File: src/rtl/wide_add_sequencer_pkg.sv
// Shared types and helpers for the limb-serial wide adder.
package add_seq_pkg;

  typedef enum logic [1:0] {IDLE, RUN, DONE} seq_state_t;

  function automatic int unsigned idx_w(input int unsigned k);
    int unsigned w;
    w = $clog2(k);
    return (w < 1) ? 1 : w;
  endfunction

endpackage

File: src/rtl/wide_add_sequencer_if.sv
// Operand/result handshake bundle for wide_add_sequencer.
// The ovf signal exists only when ADD_SEQ_OVF_EN is defined.
interface wide_add_sequencer_if #(
  parameter int unsigned N = 8,
  parameter int unsigned K = 4
);
  localparam int unsigned W = N * K;

  logic         in_valid;
  logic         in_ready;
  logic [W-1:0] a_in;
  logic [W-1:0] b_in;
  logic         c_in;
  logic         out_valid;
  logic         out_ready;
  logic [W-1:0] sum_out;
  logic         c_out;
  logic         busy;
`ifdef ADD_SEQ_OVF_EN
  logic         ovf;
`endif

  modport master (
    output in_valid, a_in, b_in, c_in, out_ready,
    input  in_ready, out_valid, sum_out, c_out, busy
`ifdef ADD_SEQ_OVF_EN
    , input ovf
`endif
  );

  modport slave (
    input  in_valid, a_in, b_in, c_in, out_ready,
    output in_ready, out_valid, sum_out, c_out, busy
`ifdef ADD_SEQ_OVF_EN
    , output ovf
`endif
  );

endinterface

File: src/rtl/wide_add_sequencer_N_bit_adder.sv
// Combinational N-bit ripple-carry adder, shared by every limb of the sequencer.
module N_bit_adder #(
  parameter int unsigned N = 8
) (
  input  logic [N-1:0] a_i,
  input  logic [N-1:0] b_i,
  input  logic         cin_i,
  output logic [N-1:0] sum_o,
  output logic         cout_o
);

  always_comb begin
    logic c;
    sum_o = '0;
    c     = cin_i;
    for (int unsigned i = 0; i < N; i++) begin
      sum_o[i] = a_i[i] ^ b_i[i] ^ c;
      c        = (a_i[i] & b_i[i]) | (c & (a_i[i] ^ b_i[i]));
    end
    cout_o = c;
  end

endmodule

File: src/rtl/wide_add_sequencer.sv
// N*K-bit adder that reuses one N-bit adder, one limb per clock, LS limb first.
// Optional signed-overflow flag enabled by defining ADD_SEQ_OVF_EN.
module wide_add_sequencer
  import add_seq_pkg::*;
#(
  parameter int unsigned N = 8,
  parameter int unsigned K = 4
) (
  input logic                clk,
  input logic                rst,
  wide_add_sequencer_if.slave bus
);

  localparam int unsigned    W    = N * K;
  localparam int unsigned    IW   = idx_w(K);
  localparam logic [IW-1:0]  LAST = IW'(K - 1);

  seq_state_t    state_q;
  logic [W-1:0]  a_q, b_q, sum_q;
  logic          carry_q;
  logic [IW-1:0] idx_q;
`ifdef ADD_SEQ_OVF_EN
  logic          ovf_q;
`endif

  logic [N-1:0]  limb_a, limb_b, limb_s;
  logic          limb_c;

  assign limb_a = a_q[idx_q*N +: N];
  assign limb_b = b_q[idx_q*N +: N];

  N_bit_adder #(.N(N)) u_adder (
    .a_i    (limb_a),
    .b_i    (limb_b),
    .cin_i  (carry_q),
    .sum_o  (limb_s),
    .cout_o (limb_c)
  );

  always_ff @(posedge clk) begin
    if (rst) begin
      state_q <= IDLE;
      a_q     <= '0;
      b_q     <= '0;
      sum_q   <= '0;
      carry_q <= 1'b0;
      idx_q   <= '0;
`ifdef ADD_SEQ_OVF_EN
      ovf_q   <= 1'b0;
`endif
    end else begin
      case (state_q)
        IDLE: begin
          if (bus.in_valid) begin
            a_q     <= bus.a_in;
            b_q     <= bus.b_in;
            carry_q <= bus.c_in;
            idx_q   <= '0;
            state_q <= RUN;
          end
        end
        RUN: begin
          sum_q[idx_q*N +: N] <= limb_s;
          carry_q             <= limb_c;
          // Index wraps to 0 on the last limb so it never points past the operand.
          idx_q               <= (idx_q == LAST) ? '0 : idx_q + 1'b1;
          if (idx_q == LAST) begin
            state_q <= DONE;
`ifdef ADD_SEQ_OVF_EN
            ovf_q   <= (a_q[W-1] == b_q[W-1]) && (limb_s[N-1] != a_q[W-1]);
`endif
          end
        end
        DONE: begin
          if (bus.out_ready) state_q <= IDLE;
        end
        default: state_q <= IDLE;
      endcase
    end
  end

  assign bus.in_ready  = (state_q == IDLE);
  assign bus.busy      = (state_q == RUN);
  assign bus.out_valid = (state_q == DONE);
  assign bus.sum_out   = sum_q;
  assign bus.c_out     = carry_q;
`ifdef ADD_SEQ_OVF_EN
  assign bus.ovf       = ovf_q;
`endif

endmodule

File: src/flat_wrapper.sv
// flat-port wrapper written by rule: the top's interface ports become plain ports
module wide_add_sequencer_flat import add_seq_pkg::*;
#(
  parameter int unsigned N = 8,
  parameter int unsigned K = 4
)
  (clk, rst, bus_in_valid, bus_a_in, bus_b_in, bus_c_in, bus_out_ready, bus_in_ready, bus_out_valid, bus_sum_out, bus_c_out, bus_busy);
  wide_add_sequencer_if #(.N(N), .K(K)) bus_i ();
  input logic clk;
  input logic rst;
  input wire logic [$bits(bus_i.in_valid)-1:0] bus_in_valid;
  input wire logic [$bits(bus_i.a_in)-1:0] bus_a_in;
  input wire logic [$bits(bus_i.b_in)-1:0] bus_b_in;
  input wire logic [$bits(bus_i.c_in)-1:0] bus_c_in;
  input wire logic [$bits(bus_i.out_ready)-1:0] bus_out_ready;
  output wire logic [$bits(bus_i.in_ready)-1:0] bus_in_ready;
  output wire logic [$bits(bus_i.out_valid)-1:0] bus_out_valid;
  output wire logic [$bits(bus_i.sum_out)-1:0] bus_sum_out;
  output wire logic [$bits(bus_i.c_out)-1:0] bus_c_out;
  output wire logic [$bits(bus_i.busy)-1:0] bus_busy;
  assign bus_i.in_valid = bus_in_valid;
  assign bus_i.a_in = bus_a_in;
  assign bus_i.b_in = bus_b_in;
  assign bus_i.c_in = bus_c_in;
  assign bus_i.out_ready = bus_out_ready;
  assign bus_in_ready = bus_i.in_ready;
  assign bus_out_valid = bus_i.out_valid;
  assign bus_sum_out = bus_i.sum_out;
  assign bus_c_out = bus_i.c_out;
  assign bus_busy = bus_i.busy;
  wide_add_sequencer #(.N(N), .K(K)) u_core (.clk(clk), .rst(rst), .bus(bus_i));
endmodule
File: config.mk
export PLATFORM = sky130hd
export DESIGN_NAME = wide_add_sequencer_flat
export DESIGN_NICKNAME = d
export VERILOG_FILES = /design/src/rtl/wide_add_sequencer_pkg.sv /design/src/rtl/wide_add_sequencer_if.sv /design/src/rtl/wide_add_sequencer_N_bit_adder.sv /design/src/rtl/wide_add_sequencer.sv /design/src/flat_wrapper.sv
export SDC_FILE = /design/constraint.sdc
export NUM_CORES = 1
export LEC_CHECK = 0
export ABC_AREA = 1
export BUFFER_PORTS_ARGS = -buffer_cell sky130_fd_sc_hd__buf_2
export CORE_MARGIN = 4
export CORE_UTILIZATION = 35
export CTS_CLUSTER_DIAMETER = 50
export DETAILED_ROUTE_END_ITERATION = 10
export SKIP_CTS_REPAIR_TIMING = 1
export SLEW_MARGIN = 20
export SYNTH_ARGS = -nofsm -noshare
export SYNTH_HDL_FRONTEND = slang
export SYNTH_SLANG_ARGS = --single-unit
File: constraint.sdc
create_clock -name clk -period 6.25 [get_ports clk]
set_input_delay 0.625 -clock clk [delete_from_list [all_inputs] [get_ports clk]]
set_output_delay 0.625 -clock clk [all_outputs]
set_load 0.05 [all_outputs]
# Word-level counts from Yosys, hierarchy flattened
# Index checks and enable logic that the tools add are counted.
totals:
  elab_cells: 73
  register_bits: 101
  inputBits: 69
  out_inout_bits: 36
op_classes:
  mux: 10
  bitwise_logic: 40
  n_reduce_logical: 5
  addsub: 2
  n_eq_ne: 6
  n_shift: 4
op_table:
  columns: ["operator", "count"]
  rows:
  - ["indexed part select 32 x 6 -> 8 bit", 2]
  - ["negator 5 -> 34 bit", 1]
  - ["variable shift 8 x 34 -> 32 bit, first input constant", 1]
  - ["indexed part select 8 x 34 -> 32 bit", 1]
  - ["bitwise mux 32 bit", 1]
  - ["bitwise AND 1 bit", 16]
  - ["XOR 1 bit", 16]
  - ["two-way mux 2 bit", 5]
  - ["bitwise OR 1 bit", 8]
  - ["case mux 2 bit (3 select lines)", 1]
  - ["equality test 2 bit, second input constant", 2]
  - ["inequality test 2 bit, second input constant", 2]
  - ["case mux 2 bit (2 select lines)", 1]
  - ["AND reduction 2 bit", 2]
  - ["AND reduction 3 bit", 1]
  - ["adder 2 x 1 -> 2 bit, second input constant", 1]
  - ["equality test 2 x 1 -> 1 bit, second input constant", 1]
  - ["zero test 2 bit", 1]
  - ["inequality test 2 x 1 -> 1 bit, second input constant", 1]
  - ["case mux 1 bit (2 select lines)", 1]
  - ["nonzero test 2 bit", 1]
  - ["two-way mux 1 bit", 1]

# Logic depth before layout (Yosys ltp)
# Gate-level depths: netlist of the first run.
depth:
  depth_word: 19
  depth_mapped: 19
  ltp_nobuf: 18

# Cells and area by module
# Synthesis of the first run repeated with hierarchy kept, for this count alone.
unflattened:
  hier_cells: 598
  hier_area_um2: 4529.3
modules_own_cells:
  columns: ["mod", "area_each_um2", "seq_area_each_um2", "n_inst", "cells_per_inst"]
  rows:
  - ["wide_add_sequencer", 4331.7, 2021.9, 1, 580]
  - ["N_bit_adder", 197.7, 0.0, 1, 18]

# Worst setup path after synthesis of the first run
# Ideal clock, no wire load.
synth_path:
  kind: "flip-flop to flip-flop"
  startpoint: "register u_core.idx_q[0]"
  endpoint: "register u_core.sum_q[15] (netlist: u_core.bus.sum_out[15])"
  stages_incl_launch_ff: 18
  path_buffers: 1
  arrival_ns: 3.723
  t_required_ns: 6.122
  path_slack_ns: 2.400
  setup_time_ns: 0.128
  period_less_slack_ns: 3.850
  cell_sequence: "dfxtp_1 > clkbuf_1 > nand2_1 > o21ai_0 > a21oi_1 > fa_1 > fa_1 > fa_1 > fa_1 > inv_1 > fa_1 > fa_1 > fa_1 > fa_1 > nand3_1 > nor2_1 > nor2_1 > nor2_1"
synth_between:
  elab_chain_cells: 19
  elab_cells_between_ends: 43
  classes_between: "1 x add/sub; 4 x shift; 1 x mux; 37 x bitwise"
synth_lines:
  columns: ["item", "line_no", "source"]
  rows:
  - ["start, declared", "wide_add_sequencer.sv:21", "logic [IW-1:0] idx_q;"]
  - ["start signal, assigned", "wide_add_sequencer.sv:66", "idx_q <= (idx_q == LAST) ? '0 : idx_q + 1'b1;"]
  - ["indexed part select 32 x 6 -> 8 bit (on tied branches)", "wide_add_sequencer.sv:29, wide_add_sequencer.sv:30", null]
  - ["XOR 1 bit", "wide_add_sequencer_N_bit_adder.sv:17, wide_add_sequencer_N_bit_adder.sv:18", null]
  - ["bitwise AND 1 bit", "wide_add_sequencer_N_bit_adder.sv:18", "c = (a_i[i] & b_i[i]) | (c & (a_i[i] ^ b_i[i]));"]
  - ["bitwise OR 1 bit", "wide_add_sequencer_N_bit_adder.sv:18", null]
  - ["bitwise AND 1 bit", "wide_add_sequencer_N_bit_adder.sv:18", null]
  - ["bitwise OR 1 bit", "wide_add_sequencer_N_bit_adder.sv:18", null]
  - ["bitwise AND 1 bit", "wide_add_sequencer_N_bit_adder.sv:18", null]
  - ["bitwise OR 1 bit", "wide_add_sequencer_N_bit_adder.sv:18", null]
  - ["[... 3 more ...]", null, null]
  - ["bitwise OR 1 bit", "wide_add_sequencer_N_bit_adder.sv:18", null]
  - ["bitwise AND 1 bit", "wide_add_sequencer_N_bit_adder.sv:18", null]
  - ["bitwise OR 1 bit", "wide_add_sequencer_N_bit_adder.sv:18", null]
  - ["bitwise AND 1 bit", "wide_add_sequencer_N_bit_adder.sv:18", null]
  - ["bitwise OR 1 bit", "wide_add_sequencer_N_bit_adder.sv:18", null]
  - ["XOR 1 bit", "wide_add_sequencer_N_bit_adder.sv:17", "sum_o[i] = a_i[i] ^ b_i[i] ^ c;"]
  - ["indexed part select 8 x 34 -> 32 bit", "wide_add_sequencer.sv:63", "sum_q[idx_q*N +: N] <= limb_s;"]
  - ["bitwise mux 32 bit *", "wide_add_sequencer.sv:63", null]
  - ["end signal, assigned by index", "wide_add_sequencer.sv:63", null]
  - ["end, declared", "wide_add_sequencer.sv:19", "logic [W-1:0] a_q, b_q, sum_q;"]
# Every way passes the cells marked *; elsewhere a longest branch is shown, timed or not.
# A chain may end at the register's enable or synchronous reset.

# Final worst setup path of the first run
layout_path:
  startpoint: "register u_core.idx_q[1]"
  endpoint: "register u_core.sum_q[15] (netlist: u_core.bus.sum_out[15])"
# Same word-level chain as after synthesis.

==> run_results.csv, run 1 <==
group,metric,value,unit
status,status,"finished, final reports clean",
routing,drt_iter0_drc,342,
routing,wl,12.0,mm
placement,numPortBuffers,104,
routing,route.detailed.drc,0,
die,io_pins,105,
cts,root_buffer,"clkbuf_16",
cts,cts_tree,"done",
power_and_ir_drop,seqPwrFrac,47.3,%
setup_path,cp_data_required_time,6530,ps
die,die_h,123,µm
grt,overflow,0,
die,start_util,36.3,%
placement,gp_congestion,0.857,
power_and_ir_drop,clockPowerShare,35.2,%
logic_synthesis,syn_area_per_cell,7.20,µm²
hold_path,whs_endpoint,"u_core.a_q[2]$_SDFFE_PP0P_",
cts,clock-sinks,101,
power_and_ir_drop,p_leak,2.46,nW
placement,dp_hpwl,9.10,mm
timing,grt_setup_unrepaired,"no",
hold_path,min_from,"u_core.a_q[2]$_SDFFE_PP0P_",
routing,ant_nets,0,
logic_synthesis,ys_seq_area_share,43.6,%
setup_path,r2r_end,"u_core.bus.sum_out[15]$_SDFFE_PP0P_",
cts,ctsLongestPathBuffers,2,
cells_and_area,drive_gt1_share,18.3,%
timing,fmax,225,MHz
cells_and_area,final_nets,806,
cells_and_area,final_design_area_no_fill,0.00540,mm²
die,fp.dieArea,0.0152,mm²
grt,first_global_vias,4127,
grt,antenna_found_initial,0,
die,fp.dieW,123,µm
logic_synthesis,syn_nets,727,
grt,grt_pass1_wl,19.7,mm
logic_synthesis,netlist_area,0.00464,mm²
timing,hold_slack,456,ps
timing,slew_headroom,40.3,%
timing,worstMarginPinSlew,894,ps
power_and_ir_drop,p_comb_share,17.5,%
cts,clk_pin_slew,70,ps
setup_path,cp-end-kind,"flip-flop",
power_and_ir_drop,internal-power,1.05,mW
timing,hold_viol,0,
logic_synthesis,synth.top_cell.area_share,43.6,%
logic_synthesis,ys_types,24,
logic_synthesis,synth_top_cell_by_area,"dfxtp_1",
routing,first_pass_iters,4,
setup_path,r2r-start,"u_core.idx_q[1]$_SDFFE_PP0P_",
power_and_ir_drop,power_switching,0.456,mW
timing,fin_skew,10.0,ps
setup_path,cp_max_fo,21,
logic_synthesis,synth_seq_cells,101,
timing,fin_crit_sh,71.3,%
power_and_ir_drop,vdd_drop_max,0.000160,V
cts,cts_made_buffers,9,
setup_path,critPathLaunchType,"flip-flop",
timing,fin_setup_tns,0,ps
placement,post_dp_cell_area,0.00512,mm²
cts,htree_levels,3,
power_and_ir_drop,p_sw_share,30.2,%
timing,slew_viol_final,0,
cells_and_area,area_growth,16.5,%
logic_synthesis,ys.warnings.count,0,
grt,grt_max_degree,75,
routing,routed_via_density,4.72,
die,rows,41,
setup_path,r2r_slack,1800,ps
cells_and_area,diodes,0,
power_and_ir_drop,power_density,279,mW/mm²
cts,clk_latency,340,ps
routing,vias,4245,
timing,min_period,4450,ps
logic_synthesis,syn_inst,644,
timing,setup_viol,0,
setup_path,reg2reg_depth,15,
hold_path,hold_class,"reg -> reg",
grt,grtUsageTotal,16.3,%
routing,wl_per_cell,13.4,µm
setup_path,cp_data_arrival_time,4730,ps
setup_path,critical_path_class,"reg -> reg",
job,drv_cap,0,
logic_synthesis,synth_area_leaders,"dfxtp_1 (44%), nor2_1 (15%), o21ai_0 (7.0%)",
hold_path,holdPathStages,2,
die,design.core.area,0.0128,mm²
-- area by class of cell --
cell class / count / area (µm²)
Inverter: 48 / 180
Clock buffer: 9 / 225
Clock inverter: 7 / 57.6
Sequential cell: 101 / 2020
Multi-Input combinational cell: 458 / 2180
Fill cell: 1342 / 7370
Tap cell: 172 / 215
Timing Repair Buffer: 105 / 528
-- synth_stat cells --
master and number:
o21ai_0 65, clkinv_1 1, a21oi_1 39, o21ai_1 33, fa_1 8, nand3_1 19
buf_6 14, buf_4 1, clkbuf_2 1, inv_2 3, nand4_1 1, nand2_4 1
o22ai_1 8, nor2_4 5, buf_1 1, clkbuf_1 11, ha_1 6, nand2_1 79
nand2_2 2, buf_2 9, nor2_1 191, nand3_2 1, inv_1 44, dfxtp_1 101
-- metal layers --
| metal | part of all wire (%) | vias to the layer above | track usage (%) |
|---|---|---|---|
| li1 | - | 2204 | - |
| met1 | 47 | 1916 | 21.8 |
| met2 | 46 | 113 | 27.2 |
| met3 | 5.6 | 12 | 3.75 |
| met4 | 1.2 | 0 | 3.25 |
| met5 | 0 | - | 0 |
-- critical path: stages (launching register included) --
cell and delay [ps]:
dfxtp_1 720, inv_1 420, a21oi_1 290, fa_1 210
fa_1 190, fa_1 190, fa_1 180, inv_1 50
fa_1 380, fa_1 400, fa_1 400, fa_1 550
nand3_1 120, nor2_1 130, nor2_1 60, nor2_1 80
-- stage by stage --
| step | std cells | total power [mW] | setup slack, ps | util, % |
|---|---|---|---|---|
| after global placement | 884 | 0.988 | 1950 | 40.1 |
| after global routing | 900 | 1.59 | 1290 | 42.3 |
| after floorplan | 644 | 0.924 | 2400 | - |
| after CTS | 900 | 1.51 | 1770 | 42.3 |
| final | 900 | 1.51 | 1800 | 42.3 |
| after detailed placement | 884 | 0.994 | 1800 | 40.1 |
-- worst max-delay path by stage --
stage                                 start                             endpoint  slack [ps]
6_report       u_core.idx_q[1]$_SDFFE_PP0P_  u_core.bus.sum_out[15]$_SDFFE_PP0P_        1800
5_1_grt        u_core.idx_q[1]$_SDFFE_PP0P_  u_core.bus.sum_out[15]$_SDFFE_PP0P_        1290
4_1_cts        u_core.idx_q[1]$_SDFFE_PP0P_  u_core.bus.sum_out[15]$_SDFFE_PP0P_        1770
3_5_place_dp   u_core.idx_q[1]$_SDFFE_PP0P_  u_core.bus.sum_out[15]$_SDFFE_PP0P_        1800
3_3_place_gp   u_core.idx_q[0]$_SDFFE_PP0P_  u_core.bus.sum_out[15]$_SDFFE_PP0P_        1950
2_1_floorplan  u_core.idx_q[0]$_SDFFE_PP0P_  u_core.bus.sum_out[15]$_SDFFE_PP0P_        2400
-- power groups by stage --
| stage | combinational [mW] | clock [mW] | sequential [mW] |
|---|---|---|---|
| floorplan | 0.188 | 0 | 0.735 |
| global placement | 0.260 | 0 | 0.728 |
| detailed placement | 0.266 | 0 | 0.728 |
| CTS | 0.267 | 0.535 | 0.713 |
| global route | 0.304 | 0.566 | 0.718 |
| finish | 0.264 | 0.530 | 0.713 |
-- logic make-up (layout without fill, tap and decap cells) --
kind of cell             count (synthesis)  count (layout)  synth area share [%]
AND/OR/NAND/NOR                        299             299                  26.0
AO/OA/AOI/OAI                          145             145                  15.9
flip-flops                             101             101                  43.6
buffers and inverters                   85             169                  9.50
adder cells (fa/ha/maj)                 14              14                  5.07
-- layout by cell type (no fill, tap or decap), types with 6 or more instances in the layout --
cell type	Yosys	routed
nor2_1	191	191
buf_2	9	104
dfxtp_1	101	101
nand2_1	79	79
o21ai_0	65	65
inv_1	44	44
a21oi_1	39	39
o21ai_1	33	33
nand3_1	19	19
clkbuf_16	0	9
o22ai_1	8	8
fa_1	8	8
ha_1	6	6
-- sequential cells by signal (all words and copies together), names as in the netlist --
signal              cells
u_core.idx_q            2
u_core.b_q             32
u_core.bus.sum_out     32
u_core.bus.c_out        1
u_core.a_q             32
u_core.state_q          2
(Power assumes the default switching activity.)
==> inputs of run 2 (changes only) <==
--- a/config.mk
+++ b/config.mk
@@ -5,7 +5,7 @@
 export SDC_FILE = /design/constraint.sdc
 export NUM_CORES = 1
 export LEC_CHECK = 0
-export ABC_AREA = 1
+export ABC_AREA = 0
 export BUFFER_PORTS_ARGS = -buffer_cell sky130_fd_sc_hd__buf_2
 export CORE_MARGIN = 4
 export CORE_UTILIZATION = 35
==> constraint.sdc (replaced) <==
create_clock -name clk -period 3.78 [get_ports clk]
set_input_delay 0.378 -clock clk [delete_from_list [all_inputs] [get_ports clk]]
set_output_delay 0.378 -clock clk [all_outputs]
set_load 0.05 [all_outputs]
==> run 2 against run 1 <==
- hold slack worse by 190 ps
- register-to-register slack worse by 1700 ps
- core utilization up 0.55 points
- first-iteration DRC count down 36%
- final cell count down 23%
- die area down 7.2%
- via count down 18%
- total power up 58%
- sequential power up 60%
- critical path depth down 2
- clock skew down 1.9 ps
- maximum frequency up 20%
- largest cell class is now flip-flops and latches
- largest power group unchanged
==> run_results.csv, run 2 <==
group,metric,value,unit
logic_synthesis,syn_area_per_cell,9.43,µm²
timing,grt_setup_unrepaired,"yes",
routing,vias,3496,
routing,first_pass_iters,5,
setup_path,critPathLaunchType,"flip-flop",
placement,post_dp_cell_area,0.00482,mm²
setup_path,cp_max_fo,4,
timing,min_period,3720,ps
cts,root_buffer,"clkbuf_16",
die,fp.dieArea,0.0141,mm²
timing,fin_setup_tns,0,ps
die,fp.dieW,119,µm
timing,slew_headroom,46.2,%
setup_path,critical_path_class,"reg -> reg",
setup_path,cp_data_required_time,3980,ps
timing,fin_crit_sh,98.4,%
logic_synthesis,ys.warnings.count,0,
grt,first_global_vias,3457,
power_and_ir_drop,clockPowerShare,39.2,%
cts,cts_tree,"done",
cts,clk_pin_slew,70,ps
cells_and_area,final_cell_mix,"nand2_1 (129), buf_2 (104), dfxtp_1 (100)",
die,design.core.area,0.0120,mm²
logic_synthesis,synth_flop_cell,"dfxtp_1",
cells_and_area,fillers,1213,
logic_synthesis,synth_seq_cells,101,
timing,hold_slack,267,ps
power_and_ir_drop,p_sw_share,26.0,%
logic_synthesis,synth_area_leaders,"dfxtp_1 (47%), nand2_1 (11%), mux4_2 (8.4%)",
power_and_ir_drop,p_leak,2.15,nW
timing,worstMarginPinSlew,807,ps
logic_synthesis,netlist_area,0.00428,mm²
grt,grt_pass1_wl,17.3,mm
cts,htree_levels,3,
cells_and_area,final_nets,626,
setup_path,cp-end-kind,"flip-flop",
routing,wl_per_cell,15.7,µm
cells_and_area,final_core_util,42.9,%
logic_synthesis,syn_inst,454,
cells_and_area,multi_input_area,0.00198,mm²
die,start_util,35.6,%
timing,postLayoutSetupSlackWorst,58.9,ps
die,rows,40,
cells_and_area,diodes,0,
die,io_pins,105,
power_and_ir_drop,p_comb_share,12.9,%
placement,dp_hpwl,8.04,mm
power_and_ir_drop,seqPwrFrac,47.9,%
logic_synthesis,yosysMostFrequentCell,"nand2_1",
cells_and_area,drive_gt1_share,29.0,%
grt,overflow,0,
job,drv_cap,0,
power_and_ir_drop,power_density,464,mW/mm²
cts,clock-sinks,101,
logic_synthesis,ys_types,33,
die,die_h,119,µm
cts,ctsLongestPathBuffers,2,
hold_path,hold_class,"in -> reg",
cells_and_area,ff_latch_area,0.00203,mm²
timing,fmax,269,MHz
status,status,"finished, final reports clean",
placement,numPortBuffers,104,
placement,gp_congestion,0.839,
timing,fin_skew,8.11,ps
cells_and_area,area_growth,20.2,%
timing,hold_viol,0,
cells_and_area,final_common_cell,"nand2_1",
cts,clk_latency,340,ps
power_and_ir_drop,internal-power,1.77,mW
setup_path,cp_data_arrival_time,3920,ps
grt,grtUsageTotal,15.4,%
logic_synthesis,synth-edff-count,0,
timing,slew_viol_final,0,
routing,route.detailed.drc,0,
logic_synthesis,syn_nets,537,
placement,dp_worst_setup_slack,-78.2,ps
routing,routed_via_density,5.03,
power_and_ir_drop,vdd_drop_max,0.000254,V
routing,drt_iter0_drc,218,
logic_synthesis,ys_seq_area_share,47.2,%
logic_synthesis,synth_top_cell_by_area,"dfxtp_1",
timing,setup_viol,0,
grt,antenna_found_initial,0,
power_and_ir_drop,power_switching,0.621,mW
logic_synthesis,async_reset_ff_share,0,%
logic_synthesis,synth.top_cell.area_share,47.2,%
grt,grt_max_degree,79,
routing,ant_nets,0,
logic_synthesis,synth_commonest_cells,"nand2_1 (129), dfxtp_1 (101), a21oi_1 (67), nor2_1 (20), inv_1 (18)",
cts,cts_made_buffers,9,
cells_and_area,final_design_area_no_fill,0.00515,mm²
routing,wl,10.9,mm
==> run 2: layer usage <==
| metal | up-vias | track usage [%] | share of wire (%) |
|---|---|---|---|
| li1 | 1729 | - | - |
| met1 | 1646 | 20.7 | 48 |
| met2 | 111 | 24.2 | 45 |
| met3 | 10 | 4.74 | 6.0 |
| met4 | 0 | 3.77 | 1.2 |
| met5 | - | 0 | 0 |
==> run 2: cell families (layout without fill, tap and decap cells) <==
group	after synthesis	in the layout	share of synthesized area [%]
multiplexers	16	16	8.42
buffers and inverters	53	147	7.16
AND/OR/NAND/NOR	165	165	16.2
adder cells (fa/ha/maj)	14	14	5.49
flip-flops	101	101	47.2
AO/OA/AOI/OAI	105	105	15.5
==> run 2: final timing paths <==
check                                                  start                                  end  slack [ps]  cells past startpoint
worst max-delay path            u_core.idx_q[0]$_SDFFE_PP0P_  u_core.bus.sum_out[23]$_SDFFE_PP0P_          60                     13
worst min-delay path                            bus_b_in[19]          u_core.b_q[19]$_SDFFE_PP0P_         270                      3
worst max register to register  u_core.idx_q[0]$_SDFFE_PP0P_  u_core.bus.sum_out[23]$_SDFFE_PP0P_          60                     13
worst min register to register   u_core.b_q[21]$_SDFFE_PP0P_          u_core.b_q[21]$_SDFFE_PP0P_         450                      2
==> run 2: critical path: stages, from the launching register on <==
cell,delay (ps)
dfxtp_4,360
mux4_2,340
inv_2,40
fa_2,350
fa_2,350
fa_2,350
fa_1,360
inv_1,90
fa_2,210
fa_2,200
fa_2,200
fa_2,480
a32oi_1,210
nor2_1,50
==> run 2: final cells by class <==
class	instances	area share, %
Sequential cell	101	39.4
Multi-Input combinational cell	300	38.4
Timing Repair Buffer	113	11.5
Clock buffer	12	4.79
Tap cell	147	3.57
Inverter	18	1.31
Clock inverter	4	1.07
==> run 2: power by group through the flow <==
stage                     clock [mW]  combinational [mW]  sequential (mW)
after CTS                      0.953               0.309             1.14
after global placement             0               0.302             1.17
after detailed placement           0               0.309             1.17
after global routing           0.989               0.346             1.15
final                          0.936               0.309             1.14
after floorplan                    0               0.210             1.17
==> run 2: per-stage QoR <==
| stage | power, mW | instances |
|---|---|---|
| finish | 2.39 | 695 |
| floorplan | 1.38 | 454 |
| detailed placement | 1.48 | 679 |
| CTS | 2.41 | 695 |
| global placement | 1.47 | 679 |
| global route | 2.48 | 695 |
